$ cat src/rtl/mdu_iter_seq.sv
`default_nettype none
// ============================================================================
// Module   : mdu_iter_seq
// Brief    : Iterative RV32M multiply/divide unit (radix-2 shift-add, restoring divide)
// Revision : 1.0
// ============================================================================
module mdu_iter_seq #(
    parameter int WIDTH     = 32,
    parameter bit FAST_DIV0 = 1'b1
) (
    input  logic             i_clk,
    input  logic             i_reset_n,
    input  logic             i_kill,
    input  logic             i_valid,
    output logic             o_ready,
    input  logic [2:0]       i_funct3,
    input  logic [WIDTH-1:0] i_op1,
    input  logic [WIDTH-1:0] i_op2,
    output logic             o_valid,
    input  logic             i_ready,
    output logic [WIDTH-1:0] o_result
);

    localparam int CW = $clog2(WIDTH);

    typedef enum logic [2:0] {
        S_IDLE = 3'd0,
        S_PREP = 3'd1,
        S_CALC = 3'd2,
        S_FIX  = 3'd3,
        S_DONE = 3'd4
    } state_t;

    state_t state, state_nxt;

    logic [2:0]       funct3;
    logic [WIDTH-1:0] op1, op2;
    logic [WIDTH-1:0] mcand, hi, lo;
    logic [CW-1:0]    count;
    logic             neg_q, neg_r;

    // Fast-path detection works on the raw request so it can finish at accept.
    logic             req_div0, req_ovf, fast_take;
    logic [WIDTH-1:0] fast_result;

    assign req_div0 = (i_op2 == '0);
    assign req_ovf  = !i_funct3[0] && (i_op1 == {1'b1, {(WIDTH-1){1'b0}}}) && (i_op2 == '1);

    generate
        if (FAST_DIV0) begin : g_fast
            assign fast_take   = i_funct3[2] && (req_div0 || req_ovf);
            assign fast_result = i_funct3[1] ? (req_div0 ? i_op1 : '0)
                                             : (req_div0 ? '1 : i_op1);
        end else begin : g_slow
            assign fast_take   = 1'b0;
            assign fast_result = '0;
        end
    endgenerate

    logic             is_div, op1_signed, op2_signed, sign1, sign2, div0;
    logic [WIDTH-1:0] mag1, mag2;

    assign is_div     = funct3[2];
    assign op1_signed = (funct3 == 3'd1) || (funct3 == 3'd2) || (funct3 == 3'd4) || (funct3 == 3'd6);
    assign op2_signed = (funct3 == 3'd1) || (funct3 == 3'd4) || (funct3 == 3'd6);
    assign sign1      = op1_signed && op1[WIDTH-1];
    assign sign2      = op2_signed && op2[WIDTH-1];
    assign mag1       = sign1 ? -op1 : op1;
    assign mag2       = sign2 ? -op2 : op2;
    assign div0       = (op2 == '0);

    // One iteration step; divide keeps an extra bit since rem*2 can exceed WIDTH bits.
    logic [WIDTH:0] mul_sum, div_sh, div_diff;
    logic           div_ge;

    assign mul_sum  = {1'b0, hi} + {1'b0, (lo[0] ? mcand : {WIDTH{1'b0}})};
    assign div_sh   = {hi, lo[WIDTH-1]};
    assign div_diff = div_sh - {1'b0, mcand};
    assign div_ge   = !div_diff[WIDTH];

    logic [2*WIDTH-1:0] prod, prod_fix;
    logic [WIDTH-1:0]   quot_fix, rem_fix, fix_result;

    assign prod     = {hi, lo};
    assign prod_fix = neg_q ? -prod : prod;
    assign quot_fix = neg_q ? -lo : lo;
    assign rem_fix  = neg_r ? -hi : hi;

    always_comb begin
        fix_result = '0;
        case (funct3)
            3'd0:       fix_result = prod_fix[WIDTH-1:0];
            3'd1, 3'd2,
            3'd3:       fix_result = prod_fix[2*WIDTH-1:WIDTH];
            3'd4, 3'd5: fix_result = div0 ? '1 : quot_fix;
            default:    fix_result = div0 ? op1 : rem_fix;
        endcase
    end

    always_ff @(posedge i_clk) begin
        if (!i_reset_n) state <= S_IDLE;
        else            state <= state_nxt;
    end

    always_comb begin
        state_nxt = state;
        case (state)
            S_IDLE:  if (i_valid) state_nxt = fast_take ? S_DONE : S_PREP;
            S_PREP:  state_nxt = S_CALC;
            S_CALC:  if (count == '0) state_nxt = S_FIX;
            S_FIX:   state_nxt = S_DONE;
            S_DONE:  if (i_ready) state_nxt = S_IDLE;
            default: state_nxt = S_IDLE;
        endcase
        if (i_kill) state_nxt = S_IDLE;
    end

    always_ff @(posedge i_clk) begin
        if (!i_reset_n) begin
            funct3   <= '0;
            op1      <= '0;
            op2      <= '0;
            mcand    <= '0;
            hi       <= '0;
            lo       <= '0;
            count    <= '0;
            neg_q    <= 1'b0;
            neg_r    <= 1'b0;
            o_result <= '0;
        end else begin
            case (state)
                S_IDLE: begin
                    if (i_valid && !i_kill) begin
                        funct3 <= i_funct3;
                        op1    <= i_op1;
                        op2    <= i_op2;
                        if (fast_take) o_result <= fast_result;
                    end
                end
                S_PREP: begin
                    mcand <= is_div ? mag2 : mag1;
                    lo    <= is_div ? mag1 : mag2;
                    hi    <= '0;
                    neg_q <= sign1 ^ sign2;
                    neg_r <= sign1;
                    count <= CW'(WIDTH - 1);
                end
                S_CALC: begin
                    if (is_div) begin
                        hi <= div_ge ? div_diff[WIDTH-1:0] : div_sh[WIDTH-1:0];
                        lo <= {lo[WIDTH-2:0], div_ge};
                    end else begin
                        {hi, lo} <= {mul_sum, lo[WIDTH-1:1]};
                    end
                    if (count != '0) count <= count - CW'(1);
                end
                S_FIX: begin
                    if (!i_kill) o_result <= fix_result;
                end
                default: ;
            endcase
        end
    end

    assign o_ready = (state == S_IDLE);
    assign o_valid = (state == S_DONE);

endmodule
`default_nettype wire

$ cat config.mk
export PLATFORM = sky130hd
export DESIGN_NAME = mdu_iter_seq
export DESIGN_NICKNAME = d
export VERILOG_FILES = /design/src/rtl/mdu_iter_seq.sv
export SDC_FILE = /design/constraint.sdc
export NUM_CORES = 1
export LEC_CHECK = 0
export CAP_MARGIN = 20
export CORE_AREA = 2 2 222 224
export CTS_CLUSTER_DIAMETER = 200
export DETAILED_ROUTE_END_ITERATION = 6
export DIE_AREA = 0 0 224 226
export GPL_TIMING_DRIVEN = 0
export PLACE_DENSITY_LB_ADDON = 0.3
export SYNTH_ARGS = -nofsm -noshare
export SYNTH_HDL_FRONTEND = slang
export SYNTH_SLANG_ARGS = --single-unit
$ cat constraint.sdc
create_clock -name i_clk -period 3.5 [get_ports i_clk]
set_input_delay 0.35 -clock i_clk [delete_from_list [all_inputs] [get_ports i_clk]]
set_output_delay 0.35 -clock i_clk [all_outputs]
set_load 0.02 [all_outputs]
==> impl_metrics.py <==
metrics = {
    "floorplanning": {
        "coreArea_um2": 48300,
        "dieHeight_um": 226,
        "die_area_um2": 50600,
        "start_util_pct": 35.5,
        "die_x_um": 224,
        "rows": 81,
        "io_pins": 106,
    },
    "placed_design": {
        "dp_hpwl_um": 68400,
        "dp.cells": 3172,
        "portBuffers": 105,
        "globalplace.congestion": 1.04,
    },
    "grt": {
        "grt_util_all_layers_pct": 32.8,
        "grt_max_degree": 14,
        "grt_overflow": 0,
        "grt_pass1_wl_um": 123000,
        "first_global_vias": 18400,
        "antenna_found_initial": 0,
    },
    "yosys": {
        "avgSynthCellArea_um2": 7.03,
        "synthArstFlopShare_pct": 0,
        "ys_seq_elements": 205,
        "netlist_top_cells_count": "nand2_1 (345), a21oi_1 (280), nor2_1 (216), dfxtp_1 (205), o21ai_0 (189)",
        "syn_inst": 2444,
        "yosys.cell_types.count": 79,
        "synth-seq-area-share_pct": 23.9,
        "synth_edf_count": 0,
        "syn_area_um2": 17200,
        "yosysMostFrequentCell": "nand2_1",
        "synth_area_leader_cell": "dfxtp_1",
        "synth-main-ff-cell": "dfxtp_1",
        "yosysWarnings": 0,
        "synth_fp_nets": 2588,
        "netlist.area_leader.share_pct": 23.9,
        "synth_area_leaders": "dfxtp_1 (24%), a21oi_1 (8.2%), nand2_1 (7.5%)",
    },
    "route": {
        "wl_per_cell_um": 26.5,
        "vias": 19800,
        "routed_wl_um": 85700,
        "via_per_inst": 6.13,
        "drc": 0,
        "dr.pass1.iters": 5,
        "ant_nets": 0,
        "drt_first_iter_violations": 2322,
    },
    "clock_network": {
        "cts_buffer_depth": 3,
        "hold_buffers": 0,
        "numCtsBuffers": 25,
        "root_buffer": "clkbuf_16",
        "htree_levels": 1,
        "cts.sinks": 205,
        "clock_latency_ns": 0.57,
        "cts_tree": "yes",
        "clkSlewWorstSetupHoldPaths_ns": 0.06,
    },
    "timing": {
        "relSlewSlack_pct": 22.0,
        "fin_ws_ns": -0.0433,
        "min_period_ns": 3.54,
        "fin_skew_ns": 0.0266,
        "tightest_slew_ns": 1.16,
        "max_freq_ghz": 0.282,
        "finalMaxSlewViolations": 0,
        "setup_viol": 1,
        "min_period_over_period_pct": 101,
        "hold_viol_final": 0,
        "rsz0062_at_grt": "true",
    },
    "pwr": {
        "p_total_mw": 7.38,
        "power_leakage_nw": 7.64,
        "vdd_drop_max_uv": 340,
        "power.density_nw_per_um2": 356,
    },
    "final_layout": {
        "drive_gt1_share_pct": 7.77,
        "stdcell_count": 3235,
        "utilization_pct": 42.9,
        "nNetsFinal": 2739,
        "syn2layout_area_growth_pct": 20.6,
    },
    "critical_path": {
        "rr_startpoint": "lo[22]",
        "path_common_cell": "nor2_1",
        "cp.depth": 11,
        "cp.arrival_ns": 3.96,
        "crit_start": "lo[22]",
        "crit_path_top_delay_cell": "or4_4",
        "cp_max_fo": 10,
        "path_buf_inv": 2,
        "rr_endpoint": "o_result[12]",
        "endpoint_kind": "flip-flop",
        "worstRegToRegCells": 11,
        "crit_end": "o_result[12]",
        "start_kind": "flip-flop",
        "slowest_delay_ns": 0.61,
        "worstPathCellList": "clkbuf_1, or4_4, or4_1, nor2_1, nand2_2, clkbuf_2, nor3_1, mux2i_1, nor2_1, o31ai_4, a31oi_1",
        "path_delay_family": "simple AND/OR/NAND/NOR gates",
        "crit_required_ns": 3.92,
        "worstSetupPathType": "flip-flop to flip-flop",
        "r2r_slack_ns": -0.04,
    },
    "worst_hold_path": {
        "worstHoldPathType": "input port to flip-flop",
    },
    "flow_run": {
        "cap_violations": 0,
    },
    "run_status": {
        "status": "finished with violations",
        "violations": "setup timing",
    },
}
[per-stage QoR]
stage               worst slack (ns)  setup TNS, ns  hold slack, ns  cell area (um2)
floorplan                      0.138              0           0.432            17200
global placement               -1.39         -60.05           0.442            19000
detailed placement             -1.32         -57.07           0.449            19000
CTS                          0.00545              0           0.393            20300
global route                  -0.125         -0.577           0.428            20700
finish                       -0.0433        -0.0433           0.403            20700
[tightest hold or removal path, cell delays in order]
cell and delay [ns]:
clkdlybuf4s50_1 0.39, inv_1 0.05, a21oi_1 0.05, nor2_1 0.07
[cells in the final DEF (no fill, tap or decap), types with 7 or more instances in the layout]
cell type,instances
o41ai_1,14
a21o_1,29
a211oi_1,22
nor3b_1,7
nand4_1,20
nor2_1,215
o21bai_1,9
o21a_1,11
o221ai_1,9
o22ai_1,16
a22oi_1,19
nor4_1,28
ha_1,69
xor2_1,92
o31ai_1,28
xnor2_1,87
and3_1,7
nor3_1,43
clkbuf_16,25
nand3_1,43
mux2i_1,71
buf_4,28
or2_2,11
nand2b_1,20
o21ai_0,176
or3_1,20
nor2b_1,8
or4_1,13
buf_1,11
a221oi_1,15
and2_1,16
o211ai_1,35
a21oi_1,270
dfxtp_1,197
clkbuf_1,157
nand2_1,342
inv_1,66
o21ai_1,11
clkdlybuf4s50_1,105
a31oi_1,39
[cell type report]
type | instances | area [um2]
fill | 5055 | 27600
multi-input combinational | 1977 | 12700
sequential | 205 | 4120
timing repair buffer | 132 | 1270
tap | 622 | 778
buffer | 183 | 763
clock buffer | 30 | 684
inverter | 71 | 274
clock inverter | 14 | 173
antenna | 1 | 2.50
[layer usage]
| layer | up-vias | track usage, % | routed length (um) |
|---|---|---|---|
| li1 | 9087 | - | - |
| met1 | 9414 | 43.2 | 35700 |
| met2 | 1104 | 51.7 | 36800 |
| met3 | 216 | 6.54 | 8480 |
| met4 | 0 | 15.1 | 4720 |
| met5 | - | 0 | 0 |
[power breakdown]
part / switching [mW] / total, mW / internal [mW] / leakage [nW]
combinational: 1.30 / 2.05 / 0.750 / 5.55
sequential: 0.113 / 2.51 / 2.40 / 1.67
clock: 1.19 / 2.82 / 1.63 / 0.424
[worst min-delay path by stage]
stage | depth (start not counted) | startpoint | end
final | 4 | i_ready | state[2]
after global routing | 3 | i_funct3[2] | funct3[2]
after CTS | 4 | i_ready | state[2]
after detailed placement | 2 | mcand[3] | mcand[3]
after global placement | 2 | mcand[5] | mcand[5]
after floorplan | 2 | mcand[16] | mcand[16]
[registers in the layout, summed over array words and instances, names as in the netlist]
| name | count |
|---|---|
| count | 5 |
| mcand | 32 |
| hi | 32 |
| o_result | 32 |
| lo | 32 |
| state | 3 |
| neg_q | 1 |
| funct3 | 3 |
| op2 | 32 |
| op1 | 32 |
| neg_r | 1 |
[what timing repair did]
item / CTS / global route
resized for setup: 77 / 76
pin swaps: 10 / 19
buffers inserted: 12 / 14
setup endpoints to repair: 70 / 78
gates cloned: 0 / 0
[cells by family after synthesis]
family | Yosys count | share of synthesized area [%]
flops | 205 | 23.9
mux | 73 | 4.27
xor+xnor | 187 | 9.53
fa+ha+maj | 72 | 5.33
buf+inv | 262 | 5.82
simple gates | 850 | 22.8
compound gates | 795 | 28.4
Power figures use the tool's default switching activity.
